**src/rtl/r_cpu_mc.sv**
```systemverilog
// r_cpu_mc: multi-cycle MIPS R-type core (FETCH/DECODE/EXEC/WB) with a loadable
// instruction memory, illegal-instruction halt and a retired-instruction counter.
module r_cpu_mc #(
    parameter int DATA_W       = 32,
    parameter int IMEM_DEPTH   = 64,
    parameter int REG_INIT_IDX = 1,
    localparam int AW          = $clog2(IMEM_DEPTH)
) (
    input  logic              clk,
    input  logic              rst,
    input  logic              imem_we,
    input  logic [AW-1:0]     imem_addr,
    input  logic [31:0]       imem_wdata,
    output logic [31:0]       Inst_code,
    output logic [31:0]       PC,
    output logic [5:0]        opcode,
    output logic [4:0]        rs,
    output logic [4:0]        rt,
    output logic [4:0]        rd,
    output logic [4:0]        shamt,
    output logic [5:0]        func,
    output logic [2:0]        ALU_OP,
    output logic              rs_shamt,
    output logic [DATA_W-1:0] ALU_A,
    output logic [DATA_W-1:0] ALU_F,
    output logic              FR_ZF,
    output logic              FR_OF,
    output logic [2:0]        state,
    output logic              halted,
    output logic [31:0]       instret
);
    localparam int SW = $clog2(DATA_W);
    localparam int M  = DATA_W - 1;

    typedef enum logic [2:0] {FETCH = 3'd0, DECODE = 3'd1, EXEC = 3'd2, WB = 3'd3, HALT = 3'd4} state_t;

    state_t            state_q, state_d;
    logic [31:0]       imem [IMEM_DEPTH];
    logic [DATA_W-1:0] regs_q [32];
    logic [AW-1:0]     pc_q;
    logic [31:0]       ir_q, instret_q;
    logic [DATA_W-1:0] a_q, b_q, f_q, f_d, sum;
    logic [2:0]        op_q, op_d;
    logic              sh_q, sh_d, legal, zf_q, of_q, of_d;

    always_comb begin
        op_d  = 3'b000;
        sh_d  = 1'b0;
        legal = ir_q[31:26] == 6'd0;
        case (ir_q[5:0])
            6'h20: op_d = 3'b100;
            6'h22: op_d = 3'b101;
            6'h24: op_d = 3'b000;
            6'h25: op_d = 3'b001;
            6'h26: op_d = 3'b010;
            6'h27: op_d = 3'b011;
            6'h2A: op_d = 3'b110;
            6'h00: begin op_d = 3'b111; sh_d = 1'b1; end
            6'h04: op_d = 3'b111;
            default: legal = 1'b0;
        endcase
    end

    assign ALU_A = sh_q ? DATA_W'(ir_q[10:6]) : a_q;

    // add and sub share one adder; op_q[0] selects subtraction
    always_comb begin
        sum  = op_q[0] ? ALU_A - b_q : ALU_A + b_q;
        f_d  = '0;
        of_d = 1'b0;
        case (op_q)
            3'b000: f_d = ALU_A & b_q;
            3'b001: f_d = ALU_A | b_q;
            3'b010: f_d = ALU_A ^ b_q;
            3'b011: f_d = ~(ALU_A | b_q);
            3'b100, 3'b101: begin
                f_d  = sum;
                of_d = (ALU_A[M] == (b_q[M] ^ op_q[0])) && (sum[M] != ALU_A[M]);
            end
            3'b110: f_d = DATA_W'($signed(ALU_A) < $signed(b_q));
            default: f_d = b_q << ALU_A[SW-1:0];
        endcase
    end

    always_comb begin
        state_d = HALT;
        case (state_q)
            FETCH:   state_d = DECODE;
            DECODE:  state_d = legal ? EXEC : HALT;
            EXEC:    state_d = WB;
            WB:      state_d = FETCH;
            default: state_d = HALT;
        endcase
    end

    always_ff @(posedge clk) state_q <= rst ? FETCH : state_d;

    always_ff @(posedge clk) if (rst && imem_we) imem[imem_addr] <= imem_wdata;

    // r0 is reset to zero and never written, so reads of it need no special case
    always_ff @(posedge clk) begin
        if (rst) begin
            pc_q      <= '0;
            ir_q      <= '0;
            a_q       <= '0;
            b_q       <= '0;
            f_q       <= '0;
            op_q      <= '0;
            sh_q      <= 1'b0;
            zf_q      <= 1'b0;
            of_q      <= 1'b0;
            instret_q <= '0;
            for (int i = 0; i < 32; i++) regs_q[i] <= REG_INIT_IDX != 0 ? DATA_W'(i) : '0;
        end else begin
            if (state_q == FETCH) ir_q <= imem[pc_q];
            if (state_q == DECODE && legal) begin
                a_q  <= regs_q[ir_q[25:21]];
                b_q  <= regs_q[ir_q[20:16]];
                op_q <= op_d;
                sh_q <= sh_d;
            end
            if (state_q == EXEC) begin
                f_q  <= f_d;
                zf_q <= f_d == '0;
                of_q <= of_d;
            end
            if (state_q == WB) begin
                if (ir_q[15:11] != 5'd0) regs_q[ir_q[15:11]] <= f_q;
                pc_q      <= pc_q + AW'(1);
                instret_q <= instret_q + 32'd1;
            end
        end
    end

    assign Inst_code = ir_q;
    assign PC        = 32'({pc_q, 2'b00});
    assign {opcode, rs, rt, rd, shamt, func} = ir_q;
    assign ALU_OP    = op_q;
    assign rs_shamt  = sh_q;
    assign ALU_F     = f_q;
    assign FR_ZF     = zf_q;
    assign FR_OF     = of_q;
    assign state     = state_q;
    assign halted    = state_q == HALT;
    assign instret   = instret_q;
endmodule
```
**config.mk**
```make
export PLATFORM = sky130hd
export DESIGN_NAME = r_cpu_mc
export DESIGN_NICKNAME = d
export VERILOG_FILES = /design/src/rtl/r_cpu_mc.sv
export SDC_FILE = /design/constraint.sdc
export NUM_CORES = 2
export LEC_CHECK = 0
export CORE_UTILIZATION = 30
export CTS_BUF_LIST = sky130_fd_sc_hd__clkbuf_4 sky130_fd_sc_hd__clkbuf_8
export DETAILED_ROUTE_END_ITERATION = 8
export DONT_BUFFER_PORTS = 1
export PLACE_DENSITY = 0.47
export SYNTH_ARGS = -nofsm -noshare
export SYNTH_HDL_FRONTEND = slang
export SYNTH_SLANG_ARGS = --single-unit
```
**constraint.sdc**
```tcl
create_clock -name clk -period 4.54 [get_ports clk]
set_clock_uncertainty 0.05 [all_clocks]
set_input_delay 0.454 -clock clk [delete_from_list [all_inputs] [get_ports clk]]
set_output_delay 0.454 -clock clk [all_outputs]
set_load 0.02 [all_outputs]
```
==> out/metrics.yaml <==
run_status:
  status: "finished with violations"
  violations: "max-slew violations"
critical_path:
  cp_max_fo: 6
  worstPathRequired_ns: 5.58
  criticalPathCategory: "flip-flop to flip-flop"
  reg2reg_slack_ns: 0.13
  worstSetupStartpointType: "flip-flop"
  arrival_ns: 5.45
  worst_r2r_path_depth: 18
  endpoint_kind: "flip-flop"
finish:
  finalNetCount: 8860
  drive_gt1_frac: 0.341
  area_growth_syn_to_layout_pct: 17.0
  fillers: 45500
  stdcell_area_um2: 171000
logic_synthesis:
  synth_ff_type: "edfxtp_1"
  syn_inst: 8067
  synth.distinct_cells: 92
  ys_async_sr_fraction: 0
  synth_top_area_share: 0.630
  avgSynthCellArea_um2: 18.1
  ys_seq_area_frac: 0.654
  synth-edff-count: 3072
  synth.area.top_cells: "edfxtp_1, mux4_2, and2_1, dfxtp_1, clkbuf_1"
  ys_warn_count: 0
  yosysTopAreaCell: "edfxtp_1"
  syn_area_um2: 146000
  ys_ff_latch: 3247
timing:
  final-hold-violation-count: 0
  fin_crit_ns: 4.41
  slew_violations: 28
  tns_ns: 0
  rsz0062_at_grt: "false"
  setup_viol_count_final: 0
  period_share: 0.972
  tightest_slew_ns: 1.50
  relSlewSlack: -0.00243
  max_freq_mhz: 227
global_route:
  grt_usage: 0.210
  antenna_found_initial: 49
  grt_first_pass_wirelength_um: 720000
  grt_max_degree: 210
  first_global_vias: 86600
  use_met1: 0.275
  gr-max-usage-layer: "met2"
  overflow: 0
  use_met3: 0.0356
  grt.met2_usage: 0.353
die:
  dieArea_um2: 491000
  num_rows: 256
  core-area_um2: 486000
  die_w_um: 701
  start_util: 0.301
  die_y_um: 701
  boundaryPins: 243
power_and_ir_drop:
  power.share.clock: 0.389
  sw_frac_of_total: 0.268
  peakVddDrop_v: 0.000332
  intPower_mw: 51.1
  p_per_area_nw_per_um2: 407
  p_seq_frac: 0.485
  p_leak_nw: 54.3
  power_switching_mw: 18.7
  p_comb_frac: 0.126
placement:
  placed_area_um2: 158000
  place_hpwl_um: 327000
  io_buffers: 0
  gp_congestion: 0.893
route:
  drcViolationCount: 0
  ant_nets: 0
  wl_per_cell_um: 33.6
  vias: 83200
  drt_pre_antenna_iters: 5
  wirelength_um: 526000
  drtIter0Drc: 8710
  routed_via_density: 5.32
hold_path:
  min_path_cells: 2
  hp-class: "input port to flip-flop"
clock_network:
  cts_root_buffer: "clkbuf_8"
  cts_tree: "yes"
  cts_max_level: 6
  numCtsBuffers: 584
  cts_sinks: 3247
  clkLatencyLatePin_ns: 1.21
  cts_max_path_buffers: 4
  clkSlewWorstSetupHoldPaths_ns: 0.06
flow_run:
  maxCapViolCount: 0
power groups by stage:
stage | registers [mW] | logic [mW] | clock network, mW
after floorplan | 34.1 | 4.65 | 0
after global placement | 34.4 | 8.25 | 0
after detailed placement | 34.4 | 8.25 | 0
after CTS | 33.8 | 8.80 | 27.8
after global routing | 33.9 | 9.13 | 29.0
final | 33.8 | 8.80 | 27.2
worst max-delay path, stage by stage (launching register included):
cell and delay, ns:
dfxtp_2 0.36, buf_12 0.16, mux2i_4 0.29, ha_4 0.18, fa_2 0.24, o21bai_1 0.12
a211oi_2 0.41, buf_4 0.18, or4b_4 0.50, a211oi_4 0.27, buf_4 0.17, o31ai_2 0.10
a31oi_1 0.28, buf_4 0.19, mux2i_1 0.19, o211ai_1 0.13, and4b_1 0.36, nand4_1 0.13
nand2_1 0.09
final cells by class:
cell class	instances	area, µm²	area share
sequential	3247	95800	0.560
multi-input combinational	4072	48300	0.282
clock buffer	816	9930	0.0580
tap	6450	8070	0.0471
timing repair buffer	701	7360	0.0430
clock inverter	206	1280	0.00748
inverter	97	364	0.00213
antenna	40	100	0.000584
cells by family after synthesis:
group,after synthesis,synth area share
other,1,0.0000256
xor gates and xnor gates,93,0.00556
muxes,1480,0.215
buffers and inverters,805,0.0227
adders and majority gates,116,0.0100
and+or+nand+nor,1805,0.0684
DFF,3247,0.654
AOI/OAI and AO/OA,520,0.0245
placed cells by master (no fill, tap or decap), types with 18 or more instances in the layout:
| master | instances |
|---|---|
| edfxtp_1 | 3072 |
| mux4_2 | 1324 |
| and2_1 | 916 |
| clkbuf_8 | 608 |
| buf_4 | 517 |
| nor2_1 | 247 |
| clkbuf_4 | 208 |
| nand2_1 | 162 |
| mux2i_1 | 145 |
| a211oi_1 | 140 |
| dfxtp_1 | 135 |
| a21oi_1 | 124 |
| clkinv_1 | 112 |
| ha_1 | 112 |
| buf_12 | 104 |
| or3_1 | 96 |
| inv_1 | 93 |
| nor2_4 | 92 |
| conb_1 | 58 |
| o21ai_0 | 55 |
| nor3_1 | 52 |
| xor2_1 | 52 |
| dlygate4sd3_1 | 46 |
| xnor2_1 | 41 |
| diode_2 | 40 |
| nand2b_1 | 40 |
| or2_2 | 38 |
| clkinv_2 | 36 |
| buf_16 | 34 |
| nor2b_1 | 33 |
| nand3_1 | 27 |
| clkinvlp_4 | 24 |
| dfxtp_2 | 22 |
| nand4_1 | 22 |
| o22ai_1 | 22 |
| dfxtp_4 | 18 |
stage by stage:
stage | worst slack [ns] | instances | power [mW] | hold slack, ns | util
after CTS | 0.0219 | 15600 | 70.4 | 0.00437 | 0.352
after floorplan | 0.0681 | 8124 | 38.7 | 0.427 | -
after detailed placement | -0.239 | 14500 | 42.7 | 0.447 | 0.326
final | 0.127 | 15600 | 69.8 | 0.167 | 0.352
after global placement | -0.269 | 14500 | 42.7 | 0.448 | 0.326
after global routing | 0.00276 | 15600 | 72.0 | 0.0878 | 0.352
final timing paths:
| kind | from | end |
|---|---|---|
| worst max-delay path | rs_shamt | FR_ZF |
| worst min-delay path | imem_addr[3] | imem[12][1] |
| worst max register to register | rs_shamt | FR_ZF |
| worst min register to register | a_q[13] | a_q[13] |
registers in the layout, summed over array words and instances (netlist names), 6 cells and up:
signal and flops:
instret 32, Inst_code 32, imem 2048, a_q 32, pc_q 6, regs_q 1024
b_q 32, ALU_F 32
metal layers:
layer,part of all wire,wire (µm)
met1,0.41,214000
met2,0.49,257000
met3,0.064,33800
met4,0.039,20600
met5,0.000055,29
cells in the mapped netlist (all sizes together), types with 22 or more instances:
master     n
a211oi   143
a21oi    125
and2     917
buf      198
clkbuf   510
dfxtp    175
edfxtp  3072
ha       114
inv       96
mux2i    150
mux4    1324
nand2    163
nand2b    42
nand3     27
nand4     22
nor2     344
nor2b     33
nor3      54
o21ai     57
o22ai     22
or2       38
or3       97
xnor2     41
xor2      52
repair_timing:
| action | 4_1_cts | 5_1_grt |
|---|---|---|
| endpoints found under the setup margin | 3 | 3 |
| hold endpoints to repair | 2715 | 0 |
| cloned | 0 | 0 |
| pin swaps | 0 | 6 |
| gates resized for setup | 3 | 12 |
| buffers inserted | 0 | 2 |
| hold buffers | 81 | 0 |
(Power assumes the default switching activity.)
